$ cat src/rtl/pdm_cic_decimator.sv
// pdm_cic_decimator: 3rd-order CIC decimator (delay 1) turning a PDM bitstream
// into signed PCM words, with a valid/ready output and a sticky overrun flag.
module pdm_cic_decimator #(
   parameter int DECIM_LOG2 = 6,
   parameter int PCM_WIDTH  = 16
) (
   input  logic                 clock,
   input  logic                 reset,
   input  logic                 pdm_in,
   input  logic                 pdm_valid,
   output logic [PCM_WIDTH-1:0] pcm_data,
   output logic                 pcm_valid,
   input  logic                 pcm_ready,
   output logic                 overrun,
   input  logic                 overrun_clr
);
   localparam int W = 3*DECIM_LOG2+2;
   localparam int S = 3*DECIM_LOG2+1-PCM_WIDTH;

   logic [DECIM_LOG2-1:0] count;
   logic [W-1:0]          x;
   logic [W-1:0]          i1, i2, i3;
   logic [W-1:0]          i1_n, i2_n, i3_n;
   logic [W-1:0]          c1, c2, c3;
   logic [W-1:0]          d1, d2, d3;
   logic [W-1:0]          shifted;
   logic [PCM_WIDTH-1:0]  result;
   logic [1:0]            warm;
   logic                  v0, v1, v2;
   logic                  terminal, load, accept, in_range;

   assign x    = pdm_in ? W'(1) : '1;
   assign i1_n = i1 + x;
   assign i2_n = i2 + i1_n;
   assign i3_n = i3 + i2_n;

   assign terminal = pdm_valid && (&count);

   assign c3      = c2 - d3;
   assign shifted = $signed(c3) >>> S;

   // in range when every bit above the PCM sign bit matches it
   assign in_range = (&shifted[W-1:PCM_WIDTH-1]) | ~(|shifted[W-1:PCM_WIDTH-1]);
   assign result   = in_range ? shifted[PCM_WIDTH-1:0]
                   : {shifted[W-1], {(PCM_WIDTH-1){~shifted[W-1]}}};

   assign load   = v2 && (warm == 2'd3);
   assign accept = pcm_valid && pcm_ready;

   always_ff @(posedge clock) begin
      if (reset) begin
         count <= '0;
         i1    <= '0;
         i2    <= '0;
         i3    <= '0;
      end else if (pdm_valid) begin
         count <= count + 1'b1;
         i1    <= i1_n;
         i2    <= i2_n;
         i3    <= i3_n;
      end
   end

   always_ff @(posedge clock) begin
      if (reset) begin
         v0   <= 1'b0;
         v1   <= 1'b0;
         v2   <= 1'b0;
         c1   <= '0;
         c2   <= '0;
         d1   <= '0;
         d2   <= '0;
         d3   <= '0;
         warm <= '0;
      end else begin
         v0 <= terminal;
         v1 <= v0;
         v2 <= v1;
         if (v0) begin
            c1 <= i3 - d1;
            d1 <= i3;
         end
         if (v1) begin
            c2 <= c1 - d2;
            d2 <= c1;
         end
         if (v2) begin
            d3 <= c2;
            if (warm != 2'd3)
               warm <= warm + 2'd1;
         end
      end
   end

   always_ff @(posedge clock) begin
      if (reset) begin
         pcm_data  <= '0;
         pcm_valid <= 1'b0;
         overrun   <= 1'b0;
      end else begin
         if (load) begin
            pcm_data  <= result;
            pcm_valid <= 1'b1;
         end else if (accept) begin
            pcm_valid <= 1'b0;
         end
         if (load && pcm_valid && !pcm_ready)
            overrun <= 1'b1;
         else if (overrun_clr)
            overrun <= 1'b0;
      end
   end
endmodule

$ cat config.mk
export PLATFORM = sky130hd
export DESIGN_NAME = pdm_cic_decimator
export DESIGN_NICKNAME = d
export VERILOG_FILES = /design/src/rtl/pdm_cic_decimator.sv
export SDC_FILE = /design/constraint.sdc
export NUM_CORES = 1
export LEC_CHECK = 0
export CORE_MARGIN = 5
export CORE_UTILIZATION = 43
export DETAILED_ROUTE_END_ITERATION = 8
export GPL_TIMING_DRIVEN = 0
export PLACE_DENSITY_LB_ADDON = 0.1
export SLEW_MARGIN = 30
export SYNTH_ARGS = -nofsm -noshare
export SYNTH_HDL_FRONTEND = slang
export SYNTH_SLANG_ARGS = --single-unit
$ cat constraint.sdc
create_clock -name clock -period 7.13 [get_ports clock]
set_input_delay 2.139 -clock clock [delete_from_list [all_inputs] [get_ports clock]]
set_output_delay 2.139 -clock clock [all_outputs]
set_load 0.01 [all_outputs]
## Word-level counts from Yosys, hierarchy flattened

Index checks and enable logic that the tools add are counted.

| storage, ports and cells | value |
|---|---|
| register bits | 189 |
| logic and storage cells | 47 |

| cells by class | value |
|---|---|
| add/subtract/negate cells | 8 |
| equal/unequal tests | 2 |
| mux-type cells | 6 |
| bitwise logic cells | 3 |
| reductions and logical operators | 12 |

Operator list:

| operator | count |
|---|---|
| 20-bit adder | 3 |
| 20-bit subtractor | 3 |
| 20-bit two-way mux | 1 |
| 16-bit two-way mux | 1 |
| 6-bit by 1-bit adder with 6-bit output (second input constant) | 1 |
| 6-bit AND reduction | 1 |
| 1-bit logical AND | 5 |
| 1-bit two-way mux | 4 |
| 2-bit AND reduction | 2 |
| 2-bit nonzero test | 2 |
| 2-bit by 1-bit adder with 2-bit output (second input constant) | 1 |
| 2-bit == test (second input constant) | 1 |
| 2-bit inequality test (second input constant) | 1 |
| 1-bit NOT | 2 |
| 2-bit OR reduction | 1 |
| 1-bit zero test | 1 |
| 1-bit bitwise OR | 1 |

## Logic depth before layout (Yosys ltp)

Gate-level depths: netlist of the first run.

| logic depth | value |
|---|---|
| word-level depth | 5 |
| gate-level depth with buffers | 25 |

## Worst setup path after synthesis of the first run

OpenSTA, ideal clock, no wires.

| timing path | value |
|---|---|
| path type | input-to-reg |
| from | input pdm_in |
| to | register i3[19] |
| data arrival time | 7.043 ns |
| required time | 7.007 ns |
| setup slack | -0.036 ns |
| stages on the path | 24 |
| path buffers | 0 |
| cells stage by stage | inv_1 -> ha_1 -> a21o_1 -> a21oi_1 -> o21bai_1 -> a21oi_1 -> o21bai_1 -> a21oi_1 -> xnor2_1 -> ha_1 -> a21o_1 -> a21oi_1 -> o31ai_1 -> a21oi_1 -> xnor2_1 -> ha_1 -> nor2b_1 -> a2111oi_0 -> a21oi_1 -> and3_1 -> o2111a_1 -> o21a_1 -> mux2i_1 -> mux2_1 |

| between the ends | value |
|---|---|
| longest elaborated chain between the ends | 4 |

Ends and longest elaborated chain:

| element | RTL line | RTL |
|---|---|---|
| start: declaration | 9 | `input logic pdm_in,` |
| 20-bit two-way mux | 32 | `assign x = pdm_in ? W'(1) : '1;` |
| 20-bit adder | 33 | `assign i1_n = i1 + x;` |
| net i1_n[8] | 23 | `logic [W-1:0] i1_n, i2_n, i3_n;` |
| 20-bit adder | 34 | `assign i2_n = i2 + i1_n;` |
| net i2_n[11] | 23 |  |
| 20-bit adder | 35 | `assign i3_n = i3 + i2_n;` |
| end signal: assignment | 60 | `i3 <= i3_n;` |
| end: declaration | 22 | `logic [W-1:0] i1, i2, i3;` |

The timed path passes the listed nets, and every way through them passes these cells.
A chain may end at the register's enable or synchronous reset.

## Worst setup path in the final report of the first run

Same ends and word-level chain as after synthesis.

==> impl_metrics.tcl, run 1 <==
set metrics [dict create \
    status "finished clean" \
    worst_hold_slack_ns 0.454 \
    clk_pin_slew_ns 0.08 \
    ys_types 66 \
    io_buffer_count 22 \
    drt-wirelength-per-cell_um 14.8 \
    pin_count 24 \
    skew_ns 0.0148 \
    critPathRequiredTime_ns 7.46 \
    path_delay_family "compound AO/OA/AOI/OAI gates" \
    gp_congestion 0.783 \
    hold_viol_final 0 \
    syn_inst 1376 \
    async_reset_ff_share_pct 0 \
    yosys_warnings 0 \
    pwr_density_cell_nw_per_um2 373 \
    routed_via_density 5.17 \
    worstSkewPairLatency_ns 0.44 \
    cts_buffers 17 \
    period_minus_slack_ns 6.88 \
    final_cell_mix "nor2_1 (227), dfxtp_1 (189), mux2i_1 (127)" \
    die_area_um2 30600 \
    clock_power_share_pct 19.3 \
    grt_pass1_wl_um 43200 \
    seqPwrFrac_pct 25.3 \
    cts_tree "done" \
    initial_utilization_pct 43.5 \
    cp_common_cell "a21oi_2" \
    setup_viol 0 \
    fin_ws_ns 0.250 \
    dp_hpwl_um 20300 \
    synth_area_um2 11700 \
    drive_gt1_share_pct 7.66 \
    tightest_slew_ns 0.852 \
    drt_first_pass_iters 5 \
    slew_viol_final 0 \
    min_period_over_period_pct 96.5 \
    grt_antenna_before_repair 0 \
    synth_seq_cells 189 \
    p_sw_mw 2.06 \
    clock.fmax_mhz 145 \
    switching_share_pct 41.2 \
    track_usage_pct 17.1 \
    internal-power_mw 2.94 \
    ant_nets 0 \
    core_area_um2 26900 \
    first_iter_violations 314 \
    p_leak_nw 5.37 \
    cap_violations 0 \
    peakVddDrop_v 0.000303 \
    rows 60 \
    comb_power_share_pct 55.4 \
    num_vias 9263 \
    die_y_um 175 \
    avgSynthCellArea_um2 8.50 \
    path_class "input port to register" \
    worst_setup_path_end_kind "register" \
    synth_ff_type "dfxtp_1" \
    cts_root_buffer "clkbuf_16" \
    startpoint_type "input port" \
    synthTopCellsByArea "dfxtp_1 (32%), ha_1 (13%), mux2i_1 (11%)" \
    grt_max_degree 22 \
    syn_to_final_growth_pct 14.5 \
    cpPeakStageDelay_ns 0.43 \
    grt_overflow 0 \
    synth_top_area_share_pct 32.3 \
    num-fill-cells 2590 \
    seq_area_frac_synth_pct 32.3 \
    critical_path.slowest_cell "fa_2" \
    final_nets 1564 \
    slew_headroom_pct 43.2 \
    cp_num_buf_inv 4 \
    synth_top_cell_by_area "dfxtp_1" \
    synth_edf_count 0 \
    cts_max_path_buffers 2 \
    preCtsSetupSlack_ns -1.54 \
    die_width_um 175 \
    cts.sinks 189 \
    hp-class "register to register" \
    crit_fanout 5 \
    n_antenna_cell 0 \
    crit_arrival_ns 7.22 \
    final_common_cell "nor2_1" \
    drc 0 \
    routed_wl_um 26400 \
    h-tree-depth 4 \
    synth_nets 1504 \
    grt_pass1_vias 8696 \
]
## final timing paths
kind | to | cells after the start | slack, ns | start
max reg2reg | i3[19]$_SDFFE_PP0P_ | 24 | 1.96 | i1[0]$_SDFFE_PP0P_
min | pcm_data[1]$_SDFFE_PP0P_ | 2 | 0.45 | pcm_data[1]$_SDFFE_PP0P_
max | i3[19]$_SDFFE_PP0P_ | 26 | 0.25 | pdm_in
min reg2reg | pcm_data[1]$_SDFFE_PP0P_ | 2 | 0.45 | pcm_data[1]$_SDFFE_PP0P_
## routing by layer
| layer | vias to the layer above | track usage [%] | share of wire (%) |
|---|---|---|---|
| li1 | 4919 | - | - |
| met1 | 4234 | 20.7 | 46 |
| met2 | 82 | 31.5 | 50 |
| met3 | 28 | 2.34 | 1.8 |
| met4 | 0 | 5.34 | 2.1 |
| met5 | - | 0 | 0 |
## flip-flops by register name, indices dropped and copies added (netlist names), 6 cells and up
register,flops
d2,20
c1,20
d3,20
i3,20
count,6
pcm_data,16
d1,20
i1,20
c2,20
i2,20
## tightest hold or removal path: stages, from the launching register on
cell and delay, ns:
dfxtp_1 0.31, nand2_1 0.05, a21oi_1 0.05
## area by class of cell
class	count	area, um^2	share of cell area [%]
Inverter	103	390	2.91
Timing Repair Buffer	41	358	2.67
Tap cell	341	427	3.18
Multi-Input combinational cell	1034	7630	57.0
Clock buffer	17	425	3.18
Clock inverter	15	193	1.44
Timing Repair inverter	1	5.00	0.0374
Sequential cell	189	3780	28.2
Buffer	49	185	1.38
## per-stage QoR
step | setup TNS (ns) | std cells | instance area, um^2 | total power [mW] | util (%)
floorplan | 0 | 1376 | 11700 | 3.24 | -
global placement | -7.61 | 1739 | 12400 | 3.68 | 46.0
detailed placement | -7.53 | 1739 | 12400 | 3.70 | 46.0
CTS | 0 | 1781 | 13100 | 4.79 | 48.9
global route | -0.00871 | 1790 | 13400 | 5.40 | 49.9
finish | 0 | 1790 | 13400 | 4.99 | 49.9
## cells in the mapped netlist, types with 8 or more instances
cell        n
a31oi_1    11
xnor2_1    66
buf_1      19
a21boi_0   11
mux2i_1   127
o211ai_1    8
nand2_1    59
a21oi_1    83
xor2_1     25
nor2b_1    12
inv_1     102
or3_1       9
dfxtp_1   189
nor3_1     32
nor2_1    230
ha_1      117
a21o_1     29
o21bai_1   18
o21ai_0    41
o21a_1     18
nand4_1    10
nand2b_1   11
clkbuf_1   30
a211oi_1   24
nand3_1    13
## power groups by stage
| stage | combinational [mW] | sequential, mW | clock, mW |
|---|---|---|---|
| final | 2.76 | 1.26 | 0.966 |
| after global routing | 3.08 | 1.28 | 1.04 |
| after CTS | 2.53 | 1.26 | 0.993 |
| after detailed placement | 2.42 | 1.28 | 0 |
| after global placement | 2.40 | 1.28 | 0 |
| after floorplan | 1.98 | 1.25 | 0 |
## cells by family after synthesis
kind of cell	Yosys count	synth area share (%)
simple gates	406	15.3
flops	189	32.3
mux	129	11.1
xor+xnor	92	7.00
fa+ha+maj	122	13.4
compound gates	285	16.0
buf+inv	153	4.92
## timing repair
action / CTS / global route
hold endpoints to repair: 0 / 0
gates cloned: 1 / 0
setup buffers: 9 / 10
gates resized for setup: 23 / 33
endpoints found under the setup margin: 8 / 3
hold buffers: 0 / 0
pin swaps: 8 / 22
(Power assumes the default switching activity.)
==> run 2, diff against run 1 <==
--- a/config.mk
+++ b/config.mk
@@ -10,7 +10,8 @@
 export DETAILED_ROUTE_END_ITERATION = 8
 export GPL_TIMING_DRIVEN = 0
 export PLACE_DENSITY_LB_ADDON = 0.1
-export SLEW_MARGIN = 30
+export SLEW_MARGIN = 10
 export SYNTH_ARGS = -nofsm -noshare
 export SYNTH_HDL_FRONTEND = slang
 export SYNTH_SLANG_ARGS = --single-unit
+export TNS_END_PERCENT = 5
==> results of run 2 <==
No change in the layout: final DEF, timing and power equal those of run 1.
==> patch 1 (flow settings as in run 2) <==
Reset style: asynchronous (`reset`), changed in 3 clocked blocks.
--- a/src/rtl/pdm_cic_decimator.sv
+++ b/src/rtl/pdm_cic_decimator.sv
@@ -47,7 +47,7 @@
    assign load   = v2 && (warm == 2'd3);
    assign accept = pcm_valid && pcm_ready;
 
-   always_ff @(posedge clock) begin
+   always_ff @(posedge clock or posedge reset) begin
       if (reset) begin
          count <= '0;
          i1    <= '0;
@@ -61,7 +61,7 @@
       end
    end
 
-   always_ff @(posedge clock) begin
+   always_ff @(posedge clock or posedge reset) begin
       if (reset) begin
          v0   <= 1'b0;
          v1   <= 1'b0;
@@ -92,7 +92,7 @@
       end
    end
 
-   always_ff @(posedge clock) begin
+   always_ff @(posedge clock or posedge reset) begin
       if (reset) begin
          pcm_data  <= '0;
          pcm_valid <= 1'b0;
Behaviour: same outputs for any inputs over 10 cycles, from zero or initial values and one cycle with reset high; that may be too few to reach the edited logic, so the function may still have changed.
==> patch 1 against run 2 <==
  * Sequential cell count did not move
  * Non-clock buffer count fell by 6
  * Sequential share of layout area rose by 4.7 points
  * Die area rose by 7.0%
  * Global-route usage fell by 0.94 points
  * Synthesized area rose by 7.5%
  * Count of clock-buffer cells in the layout rose by 1
  * Design area rose by 7.2%
  * Setup slack got worse by 0.13 ns
  * Wire length fell by 1.4%
  * First-iteration DRC count fell by 8.9%
  * Critical path type unchanged
Power is not shown: default switching activity piles up to over one toggle a cycle in this logic, so the estimate is an artifact.
==> patch 1: results (changes against run 2) <==
SYNTH-COMPOUND-AREA-SHARE_PCT=19.5  # +3.5 points
LAYOUT-DRIVE-GT1-SHARE_PCT=15.1  # +7.4 points
GRT_UTIL_MET2_PCT=31.4  # -0.078 points
FIRST_GLOBAL_VIAS=9244  # +6.3%
YOSYS-MUX-AREA-FRACTION_PCT=6.61  # -4.4 points
FILL_CELLS=2709  # +4.6%
CRIT_PATH_MAX_INCR_DELAY_NS=0.45  # +0.02 ns
YS_TYPES=84  # +27%
RUN_STATUS='finished clean'
CLOCKNETWORKAREASHARE_PCT=4.23  # -0.39 points
SETUP_SLACK_ON_THE_WORST_FLOP_TO_FLOP_PATH_NS=1.69  # -0.27 ns
CRIT_PATH_MAX_FANOUT=4  # -1
IO_BUFFER_COUNT=23  # +4.5%
FP.DIEAREA_UM2=32800  # +7.0%
N_ALL_INVERTERS=103  # -0.96%
PLACED_CELL_AREAS_UM2=13400  # +8.4%
LARGEST_NET_DEGREE_AT_THE_START_OF_GLOBAL_ROUTING=37  # +68%
BUFFERS=84  # -6.7%
VIAS=9313  # +0.54%
GLOBALROUTEMET3UTIL_PCT=2.19  # -0.14 points
DETAILEDPLACEMENTHPWL_UM=20100  # -1.1%
FINALHOLDWORSTSLACK_NS=0.476  # +0.0227 ns
FINALWEIGHTEDCONGESTION=0.830  # +5.9%
LAYOUT.NONCLK_BUF_SHARE_PCT=4.75  # +0.70 points
SEQ_AREA_FRAC_SYNTH_PCT=37.6  # +5.3 points
ROUTE.FINAL.WIRE_LENGTH_UM=26100  # -1.4%
FINAL_NETS=1519  # -2.9%
SH_SEQ_AREA_PCT=32.9  # +4.7 points
YOSYS-TOP-CELLS-AREA='dfrtp_1 (38%), ha_1 (12%), mux2_2 (6.4%)'
MULTI_INPUT_COMB_CELLS=996  # -3.7%
SYNTH_XOR_XNOR_AREA_SHARE_PCT=6.62  # -0.39 points
DATA_ARRIVAL_TIME_AT_THE_WORST_SLACK_ENDPOINT_NS=7.38  # +0.16 ns
GR-USAGE-MET1_PCT=18.9  # -1.8 points
CLOCK_BUFFERS=18  # +1
MULTI_INPUT_AREA_SHARE_PCT=52.0  # -5.0 points
ASYNC_FLOP_SHARE_PCT=100  # +100 points
SYN_AREA_PER_CELL_UM2=9.50  # +12%
GLOBAL_ROUTE.USAGE.TOTAL_PCT=16.2  # -0.94 points
INITIALDRTVIOLATIONCOUNT=286  # -8.9%
POST_SYNTH_MOST_FREQUENT_CELLS='dfrtp_1 (189), nand2_1 (130), ha_1 (117)'
LAYOUT.CELLS.NON_FILLER=1788  # -0.11%
GRT_FIRST_PASS_WIRELENGTH_UM=44800  # +3.8%
FINAL.SETUP.WORST_SLACK_NS=0.115  # -0.135 ns
DP_SLACK_NS=-1.70  # -0.164 ns
WORST_PIN_SLEW_NS=0.768  # -0.0834 ns
PLACE_INST=1735  # -0.23%
UTILIZATION_PCT=49.9  # about the same
POST_SYNTH_FA_HA_MAJ_AREA_FRACTION_PCT=12.5  # -0.85 points
FIN_SKEW_NS=0.0143  # -0.000478 ns
patch 1: worst paths after layout:
check / to / depth (start not counted) / startpoint
worst max-delay path: i3[19]$_DFFE_PP0P_ / 27 / pdm_in
worst min-delay path: pcm_data[8]$_DFFE_PP0P_ / 2 / pcm_data[8]$_DFFE_PP0P_
worst max register to register: i3[19]$_DFFE_PP0P_ / 25 / i1[0]$_DFFE_PP0P_
worst min register to register: pcm_data[8]$_DFFE_PP0P_ / 2 / pcm_data[8]$_DFFE_PP0P_
max in group asynchronous: i2[13]$_DFFE_PP0P_ / 5 / reset
min in group asynchronous: pcm_data[1]$_DFFE_PP0P_ / 2 / reset
patch 1: what timing repair did:
item / CTS / global route
pin swaps: 10 / 25
setup buffers: 5 / 16
setup endpoints to repair: 6 / 4
resized for setup: 21 / 25
hold endpoints to repair: 0 / 0
patch 1: metal layers:
metal	up-vias	wire length, µm
met2	82	13900
met3	26	496
li1	4855	-
met4	0	335
met1	4350	11300
met5	-	0
==> patch 2 (flow settings as in run 2) <==
Without the edit above. The parameter `PCM_WIDTH` goes from 16 to 20.
--- a/src/rtl/pdm_cic_decimator.sv
+++ b/src/rtl/pdm_cic_decimator.sv
@@ -2,7 +2,7 @@
 // into signed PCM words, with a valid/ready output and a sticky overrun flag.
 module pdm_cic_decimator #(
    parameter int DECIM_LOG2 = 6,
-   parameter int PCM_WIDTH  = 16
+   parameter int PCM_WIDTH  = 20
 ) (
    input  logic                 clock,
    input  logic                 reset,
Interface: changed (resized pcm_data); port bits go from 24 to 28. The function was not compared with the original's and may differ.
==> patch 2 against run 2 <==
  * Wire length down 2.8%
  * Synthesized area down 4.7%
  * Total power down 5.7%
  * Sequential cell count down 15
  * Sequential share of layout area down 1.0 points
  * Setup slack worse by 0.17 ns
  * Clock skew about the same
  * Design area down 4.4%
  * Highest routed layer unchanged
==> patch 2: results (changes against run 2) <==
WORST_PIN_SLEW_NS=0.816  # -0.0351 ns
YOSYSWARNINGCOUNT=0  # unchanged
PLACED_CELL_AREAS_UM2=11900  # -4.0%
TIMING.HOLD.WORST.CLASS='reg2reg'
DETAILEDPLACEMENTHPWL_UM=19500  # -3.8%
WORSTREG2REGEND='i3[19]$_SDFFE_PP0P_'
FINALCRITICALPERIOD_NS=7.05  # +0.169 ns
CRIT-REG2REG-LAUNCH='i1[1]$_SDFFE_PP0P_'
YS_SEQ_ELEMENTS=174  # -7.9%
LEAKAGEPOWER_nW=5.16  # -3.8%
FIRST_GLOBAL_VIAS=8425  # -3.1%
DP_SLACK_NS=-1.63  # -0.0915 ns
IO_BUFFER_COUNT=26  # +18%
RUN_STATUS='finished clean'
CTS-BUFFERS-INSERTED=17  # unchanged
CTS_POST_SETUP_BUFFERS_INSERTED=11  # +2
FINALWEIGHTEDCONGESTION=0.854  # +9.1%
CRIT_PATH_MAX_FANOUT=7  # +2
FILL_CELLS=2496  # -3.6%
YS.FLOP_TYPE='dfxtp_1'
GRT_ANTENNA_BEFORE_REPAIR=0  # unchanged
GLOBAL_ROUTE.USAGE.TOTAL_PCT=18.0  # +0.91 points
LARGEST_NET_DEGREE_AT_THE_START_OF_GLOBAL_ROUTING=22  # unchanged
LAYOUT-DRIVE-GT1-SHARE_PCT=9.67  # +2.0 points
SWITCHING_POWER_SUMMED_OVER_ALL_NETS_mW=1.92  # -6.4%
ROUTE.FINAL.WIRE_LENGTH_UM=25700  # -2.8%
VIAS=8829  # -4.7%
DRT_PRE_ANTENNA_ITERS=5  # unchanged
INITIALDRTVIOLATIONCOUNT=352  # +12%
IR_DROP_mV=0.260  # -14%
SETUP_SLACK_ON_THE_WORST_FLOP_TO_FLOP_PATH_NS=1.67  # -0.29 ns
DATA_ARRIVAL_TIME_AT_THE_WORST_SLACK_ENDPOINT_NS=7.42  # +0.20 ns
YS_TYPES=73  # +11%
FIN_SKEW_NS=0.0147  # -0.0000992 ns
FINAL_NETS=1490  # -4.7%
ASYNC_FLOP_SHARE_PCT=0  # unchanged
PATH_DELAY_FAMILY='compound AO/OA/AOI/OAI gates'
YOSYS-TOP-CELLS-AREA='dfxtp_1 (31%), ha_1 (13%), mux2i_1 (11%)'
SEQ_AREA_FRAC_SYNTH_PCT=31.2  # -1.1 points
WORST_PATH_MAX_DELAY_CELL='or3_1'
POSTCTSRESIZEDCELLS=29  # +26%
SYNTH_CELLS=1297  # -5.7%
WORSTHOLDENDPOINT='v0$_SDFF_PP0_'
FINALHOLDWORSTSLACK_NS=0.456  # +0.00231 ns
DIODES=0  # unchanged
GRT_FIRST_PASS_WIRELENGTH_UM=42800  # -0.73%
CRIT_PATH_MAX_INCR_DELAY_NS=0.40  # -0.03 ns
MIN-DELAY-START='count[5]$_SDFFE_PP0P_'
SYN_NETS=1425  # -5.3%
POST_SYNTH_MOST_FREQUENT_CELLS='nor2_1 (203), dfxtp_1 (174), mux2i_1 (118)'
POST_DRT_WL_PER_CELL_UM=15.0  # +1.7%
[patch 2: cell types whose count changed after synthesis, moves of 7 or more]
| cell | before | now |
|---|---|---|
| inv_1 | 102 | 94 |
| xnor2_1 | 66 | 57 |
| or2_2 | 0 | 9 |
| a21oi_1 | 83 | 70 |
| nor2_1 | 230 | 203 |
| xor2_1 | 25 | 16 |
| o21bai_1 | 18 | 9 |
| o21a_1 | 18 | 11 |
| mux2i_1 | 127 | 118 |
| nand2_1 | 59 | 43 |
| dfxtp_1 | 189 | 174 |
| buf_4 | 0 | 19 |
[patch 2: layout make-up]
type                    instances  area (µm²)  area share [%]
multi-input cells             965        7230            56.5
flip-flops and latches        174        3480            27.2
clock buffers                  18         429            3.35
repair buffers                 45         424            3.31
well taps                     335         419            3.27
inverters                      95         360            2.81
plain buffers                  63         308            2.40
clock inverters                14         145            1.13
repair inverters                1        5.00          0.0391
[patch 2: routing by layer]
metal | track usage [%] | vias to the layer above | wire length, µm
met5 | 0 | - | 0
met4 | 5.24 | 0 | 466
met3 | 2.66 | 27 | 683
met2 | 30.7 | 97 | 11900
met1 | 23.8 | 4035 | 12600
li1 | - | 4670 | -
[patch 2: power groups by stage]
stage / Clock [mW] / Sequential, mW / Combinational [mW]
floorplan: 0 / 1.16 / 1.94
global placement: 0 / 1.19 / 2.33
detailed placement: 0 / 1.20 / 2.36
CTS: 0.955 / 1.18 / 2.48
global route: 1.00 / 1.19 / 2.90
finish: 0.932 / 1.17 / 2.60
[patch 2: cell families after synthesis]
group | after synthesis | synth area share, %
simple gates | 386 | 16.0
xor+xnor | 73 | 5.73
compound gates | 264 | 16.2
mux | 120 | 10.8
flops | 174 | 31.2
buf+inv | 158 | 5.96
fa+ha+maj | 122 | 14.0
